**src/rtl/i2s_frame_sequencer.sv**
```systemverilog
// I2S frame sequencer: derives sck/ws from clk, arbitrates left/right holding
// registers into one shift register, and emits load/underflow strobes.
module i2s_frame_sequencer #(
   parameter int unsigned WIDTH = 16,
   parameter int unsigned DIV   = 2
) (
   input  logic             clk,
   input  logic             rst,
   input  logic             enable,
   input  logic [WIDTH-1:0] l_data,
   input  logic             l_valid,
   output logic             l_ready,
   input  logic [WIDTH-1:0] r_data,
   input  logic             r_valid,
   output logic             r_ready,
   output logic             sck,
   output logic             ws,
   output logic             sd,
   output logic             load_strobe,
   output logic             underflow,
   output logic             busy
);

   localparam int unsigned DW = $clog2(DIV);
   localparam int unsigned BW = $clog2(WIDTH);

   typedef enum logic [1:0] {
      IDLE,
      RUN,
      DRAIN
   } state_e;

   state_e           state_q;
   logic [DW-1:0]    div_q;
   logic [BW-1:0]    bit_q;
   logic             chan_q;
   logic             sck_q;
   logic             ws_q;
   logic             sd_q;
   logic             ls_q;
   logic             uf_q;
   logic             busy_q;
   logic [WIDTH-1:0] shift_q;
   logic [WIDTH-1:0] l_hold_q;
   logic             l_full_q;
   logic [WIDTH-1:0] r_hold_q;
   logic             r_full_q;

   logic             div_wrap;
   logic             fall_evt;
   logic             slot_start;
   logic             slot_last;
   logic             stop_evt;
   logic             load_evt;
   logic             load_full;
   logic [WIDTH-1:0] load_word_d;
   logic             l_acc;
   logic             r_acc;

   always_comb begin
      div_wrap    = (div_q == DW'(DIV - 1));
      fall_evt    = (state_q != IDLE) && div_wrap && sck_q;
      slot_start  = (bit_q == '0);
      slot_last   = (bit_q == BW'(WIDTH - 1));
      // Draining ends exactly where the next left MSB would be driven.
      stop_evt    = fall_evt && (state_q == DRAIN) && slot_start && !chan_q;
      load_evt    = fall_evt && slot_start && !stop_evt;
      load_full   = chan_q ? r_full_q : l_full_q;
      load_word_d = '0;
      if (load_full) begin
         load_word_d = chan_q ? r_hold_q : l_hold_q;
      end
      l_acc = l_valid && !l_full_q;
      r_acc = r_valid && !r_full_q;
   end

   always_ff @(posedge clk or posedge rst) begin
      if (rst) begin
         state_q  <= IDLE;
         div_q    <= '0;
         bit_q    <= '0;
         chan_q   <= 1'b0;
         sck_q    <= 1'b0;
         ws_q     <= 1'b0;
         sd_q     <= 1'b0;
         ls_q     <= 1'b0;
         uf_q     <= 1'b0;
         busy_q   <= 1'b0;
         shift_q  <= '0;
         l_hold_q <= '0;
         l_full_q <= 1'b0;
         r_hold_q <= '0;
         r_full_q <= 1'b0;
      end else begin
         ls_q <= 1'b0;
         uf_q <= 1'b0;

         // An accept on a loading edge wins: the load already saw "empty".
         if (l_acc) begin
            l_hold_q <= l_data;
            l_full_q <= 1'b1;
         end else if (load_evt && !chan_q) begin
            l_full_q <= 1'b0;
         end
         if (r_acc) begin
            r_hold_q <= r_data;
            r_full_q <= 1'b1;
         end else if (load_evt && chan_q) begin
            r_full_q <= 1'b0;
         end

         case (state_q)
            IDLE: begin
               if (enable) begin
                  state_q <= RUN;
                  busy_q  <= 1'b1;
               end
            end
            default: begin
               if (stop_evt) begin
                  state_q <= IDLE;
                  busy_q  <= 1'b0;
                  div_q   <= '0;
                  bit_q   <= '0;
                  chan_q  <= 1'b0;
                  sck_q   <= 1'b0;
                  ws_q    <= 1'b0;
                  sd_q    <= 1'b0;
               end else begin
                  state_q <= enable ? RUN : DRAIN;
                  div_q   <= div_wrap ? '0 : div_q + 1'b1;
                  if (div_wrap) begin
                     sck_q <= ~sck_q;
                  end
                  if (fall_evt) begin
                     if (slot_start) begin
                        sd_q    <= load_word_d[WIDTH-1];
                        shift_q <= {load_word_d[WIDTH-2:0], 1'b0};
                        ls_q    <= 1'b1;
                        uf_q    <= !load_full;
                     end else begin
                        sd_q    <= shift_q[WIDTH-1];
                        shift_q <= {shift_q[WIDTH-2:0], 1'b0};
                     end
                     // ws leads the channel by one bit: flips while driving the LSB.
                     if (slot_last) begin
                        ws_q   <= ~chan_q;
                        bit_q  <= '0;
                        chan_q <= ~chan_q;
                     end else begin
                        bit_q <= bit_q + 1'b1;
                     end
                  end
               end
            end
         endcase
      end
   end

   assign l_ready     = ~l_full_q;
   assign r_ready     = ~r_full_q;
   assign sck         = sck_q;
   assign ws          = ws_q;
   assign sd          = sd_q;
   assign load_strobe = ls_q;
   assign underflow   = uf_q;
   assign busy        = busy_q;

endmodule

```
**config.mk**
```make
export PLATFORM = sky130hd
export DESIGN_NAME = i2s_frame_sequencer
export DESIGN_NICKNAME = d
export VERILOG_FILES = /design/src/rtl/i2s_frame_sequencer.sv
export SDC_FILE = /design/constraint.sdc
export NUM_CORES = 1
export LEC_CHECK = 0
export ABC_AREA = 1
export BUFFER_PORTS_ARGS = -buffer_cell sky130_fd_sc_hd__buf_2
export CAP_MARGIN = 30
export CORE_ASPECT_RATIO = 0.5
export CORE_MARGIN = 2
export CORE_UTILIZATION = 55
export DETAILED_ROUTE_END_ITERATION = 7
export PLACE_DENSITY = 0.82
export REMOVE_ABC_BUFFERS = 1
export SLEW_MARGIN = 0
export SYNTH_ARGS = -nofsm -noshare
export SYNTH_HDL_FRONTEND = slang
export SYNTH_SLANG_ARGS = --single-unit
```
**constraint.sdc**
```tcl
create_clock -name clk -period 4.5 [get_ports clk]
set_input_delay 0.9 -clock clk [delete_from_list [all_inputs] [get_ports clk]]
set_output_delay 0.9 -clock clk [all_outputs]
set_load 0.01 [all_outputs]
```
; Word level (Yosys, flattened, before mapping)
; Cells that the tools add are included.
[totals]
elab_cells = 91
ff_bits = 63
out_inout_bits = 8
input_bits = 37
[op_classes]
bitwise_logic = 6
reduce_logical = 30
n_eq_ne = 3
mux = 36
addsub = 2
[op_table]
columns = operator, count
row1 = $mux W16, 3
row2 = $mux W1, 26
row3 = $reduce_bool A2 Y1, 7
row4 = $mux W4, 3
row5 = $logic_and A1 B1 Y1, 11
row6 = $mux W2, 4
row7 = $not A1 Y1, 6
row8 = $reduce_and A2 Y1, 3
row9 = $reduce_and A3 Y1, 2
row10 = $logic_not A1 Y1, 5
row11 = $add A4 B1 Y4 const B, 1
row12 = $eq A4 B4 Y1 const B, 1
row13 = $logic_not A4 Y1, 1
row14 = $eq A2 B2 Y1 const B, 1
row15 = $logic_not A2 Y1, 1
row16 = $ne A2 B2 Y1 const B, 1
row17 = $add A1 B1 Y1 const B, 1

; Logic depth before layout (Yosys ltp)
[depth]
depth_word = 11
mapped_depth = 9
ltp_nobuf = 9

; Worst setup path after synthesis
; OpenSTA, ideal clock, no wires.
[synth_path]
kind = input-to-reg
start = input port l_valid
end = register l_hold_q[10]
path_stages = 3
t_required_ns = 4.375
slack_ns = 2.779
arrival_time_ns = 1.596
path_buffers = 1
setup_time_ns = 0.125
path_cell_list = nand2_2 -> buf_2 -> mux2_2
[synth_between]
elab_chain_cells = 1
[synth_lines]
columns = item, line
row1 = "start, declared", 11  ; input logic l_valid,
row2 = $logic_and A1 B1 Y1, 73  ; l_acc = l_valid && !l_full_q;
row3 = "end signal, assigned", 100  ; l_hold_q <= l_data;
row4 = "end, declared", 44  ; logic [WIDTH-1:0] l_hold_q;
; Every way passes these cells.
; A chain may end at the register's enable or synchronous reset.

; Worst setup path after layout
[layout_path]
start = register ws_q (netlist: ws)
end = output port ws
[layout_rtl]
columns = item, line
row1 = "start, declared", 38  ; logic ws_q;
row2 = "start signal, assigned", 147  ; ws_q <= ~chan_q;
row3 = "end, declared", 17  ; output logic ws,
; No word-level cell between the ends.

==> reports/qor.yml <==
run_status:
  status: "finished clean"
global_route:
  grt_overflow: 0
  grt.total_usage: 0.2233
  grt_max_degree: 51
  antenna_found_initial: 0
  grt_pass1_wl_um: 10340
  grt_pass1_vias: 2240
placement:
  post-dp-hpwl_um: 3861
  portBuffers: 44
  place_ws_ns: 2.397
  place_congestion: 0.7840
power:
  vdd_drop_max_mv: 0.2236
  p_leak_uw: 0.001786
  clkPwrFrac: 0.211
  switching_power_uw: 762.3
  power_uw: 2120
  power.internal_uw: 1357
  p_per_area_nw_per_um2: 639.5
  combPwrFrac: 0.338
  seqPwrFrac: 0.451
  switching_share: 0.3597
clock_tree:
  cts_sinks: 62
  clk_path_buf_depth: 2
  clockRootBuffer: "clkbuf_8"
  post_cts_resized: 0
  cts_post_setup_buffers_inserted: 0
  path_clk_slew_ns: 0.07
  numCtsBuffers: 9
  ctsHoldBuffers: 0
  tritoncts: "yes"
  clkLatencyLatePin_ns: 0.34
  cts_max_level: 3
timing:
  whs_ns: 0.4808
  rsz0062_at_grt: "no"
  worstMarginPinSlew_ns: 0.8100
  max_slew_margin: 0.4600
  fin_crit_ns: 2.377
  max_clock_freq_mhz: 420.7
  clock_skew_ns: 0.008308
  finalHoldViolCount: 0
  setup_slack_ns: 2.123
  slew_viol_final: 0
  setup_violations: 0
  finalCritPeriodShare: 0.5282
  finalSetupTns_ns: 0
worst_setup_path:
  end_kind: "output port"
  max_stage_delay_ns: 0.87
  crit_family: "flip-flops"
  critPathMaxFanout: 22
  cp.required_ns: 3.60
  crit_chain: "buf_2"
  cp_num_buf_inv: 1
  worst_setup_path_start_kind: "flop"
  cpMaxStageDelayCell: "dfrtp_1"
  crit_type: "flop to output port"
  crit_arrival_ns: 1.48
synthesis:
  synth_area_per_cell_um2: 9.686
  ys_seq_area_frac: 0.5304
  syn-cell-area_um2: 2925
  netlist_instances: 302
  yosysWarnings: 0
  synth_cell_types: 27
  ys_ff_latch: 62
floorplan:
  rows: 18
  dieArea_um2: 5954
  core-area_um2: 5022
  pin_count: 45
  die_y_um: 55.57
  start_util: 0.5825
  die_w_um: 107.1
cells_and_area:
  antennaDiodeCount: 0
  drive_above_1_share: 0.3200
  regArea_um2: 1551
  multi_input_area_um2: 1145
  syn_to_final_growth_pct: 13.30
  nNetsFinal: 384
  n_fill_cell: 385
drt:
  detail-route-antenna-nets: 0
  route.vias.total: 2207
  wl_per_cell_um: 14.40
  drcViolationCount: 0
  post_drt_via_cell_ratio: 5.255
  wl_um: 6048
  drt-pass1-iter-count: 4
  drtIter0Drc: 95
flow_run:
  maxCapViolCount: 0
worst_hold_path:
  hold_path_class: "input pin to async pin"
[metrics by stage]
stage	util	instance area, um2	cells
detailed placement	0.6241	3134	404
global route	0.6599	3314	420
floorplan	-	2819	289
global placement	0.6241	3134	404
CTS	0.6599	3314	420
finish	0.6599	3314	420
[registers in the layout, summed over array words and instances, names as in the netlist, 2 cells and up]
name      cells
state_q       2
l_hold_q     16
r_hold_q     16
shift_q      15
bit_q         4
[cell usage after synthesis]
cell type  count  share of area
a21boi_0       1         0.0026
o21ai_0       14          0.024
nand2_2        5          0.011
xor2_1         1         0.0030
buf_6          5          0.019
o21ai_1        8          0.014
inv_4          1         0.0021
buf_2          4         0.0068
mux2_2        31           0.12
or2_2          1         0.0021
inv_1         26          0.033
dfrtp_1       62           0.53
nand4_1        2         0.0043
ha_1           2         0.0086
inv_2          5         0.0064
nand2_4        1         0.0038
nand2_1       77          0.099
buf_4          4          0.010
nand3_4        1         0.0060
nor3_1         1         0.0017
nor2_1        10          0.013
a21oi_2        6          0.018
nand3_1       19          0.033
a21oi_1       12          0.021
nor2_2         1         0.0021
nor2_4         1         0.0038
o21ai_2        1         0.0030
[area by class of cell]
| class | instances | share of cell area |
|---|---|---|
| well taps | 70 | 0.02643 |
| multi-input cells | 195 | 0.3454 |
| repair buffers | 45 | 0.06871 |
| inverters | 32 | 0.03700 |
| flip-flops and latches | 62 | 0.4681 |
| clock buffers | 16 | 0.05436 |
[power by group through the flow]
stage / sequential (uW) / combinational, uW / clock, uW
floorplan: 919 / 545 / 0
global placement: 943 / 669 / 0
detailed placement: 959 / 711 / 0
CTS: 954 / 720 / 454
global route: 981 / 808 / 486
finish: 956 / 717 / 447
[cell families after synthesis]
family                     count (synthesis)  share of synthesized area
buffers and inverters                     45                    0.07827
AOI/OAI and AO/OA                         42                    0.08170
adders and majority gates                  2                   0.008553
muxes                                     31                     0.1193
DFF                                       62                     0.5304
and+or+nand+nor                          119                     0.1788
xor gates and xnor gates                   1                   0.002995
[per-layer routing]
layer / track usage / share of wire
met5: 0 / 0
met4: 0.06679 / 0.012
met3: 0.07963 / 0.051
met2: 0.3617 / 0.49
met1: 0.2844 / 0.44
[final timing paths]
| path | start | end | slack [ns] | cells past startpoint |
|---|---|---|---|---|
| max | ws | ws | 2.12 | 1 |
| max in group asynchronous | rst | l_hold_q[5] | 3.13 | 3 |
| min reg2reg | shift_q[6] | shift_q[6] | 0.49 | 2 |
| min in group clk | shift_q[6] | shift_q[6] | 0.49 | 2 |
| max reg2reg | ws | shift_q[2] | 2.33 | 5 |
| min | rst | load_strobe | 0.48 | 2 |
[placed cells by master, fill, tap and decap left out]
cell,n
a21boi_0,1
a21oi_1,12
a21oi_2,6
buf_2,44
buf_4,1
clkbuf_1,4
clkbuf_8,12
dfrtp_1,62
ha_1,2
inv_1,25
inv_2,6
inv_4,1
mux2_2,31
nand2_1,77
nand2_2,5
nand2_4,1
nand3_1,19
nand3_4,1
nand4_1,2
nor2_1,10
nor2_2,1
nor2_4,1
nor3_1,1
o21ai_0,14
o21ai_1,8
o21ai_2,1
or2_2,1
xor2_1,1
Note: power is estimated with default switching activity, not from simulation.
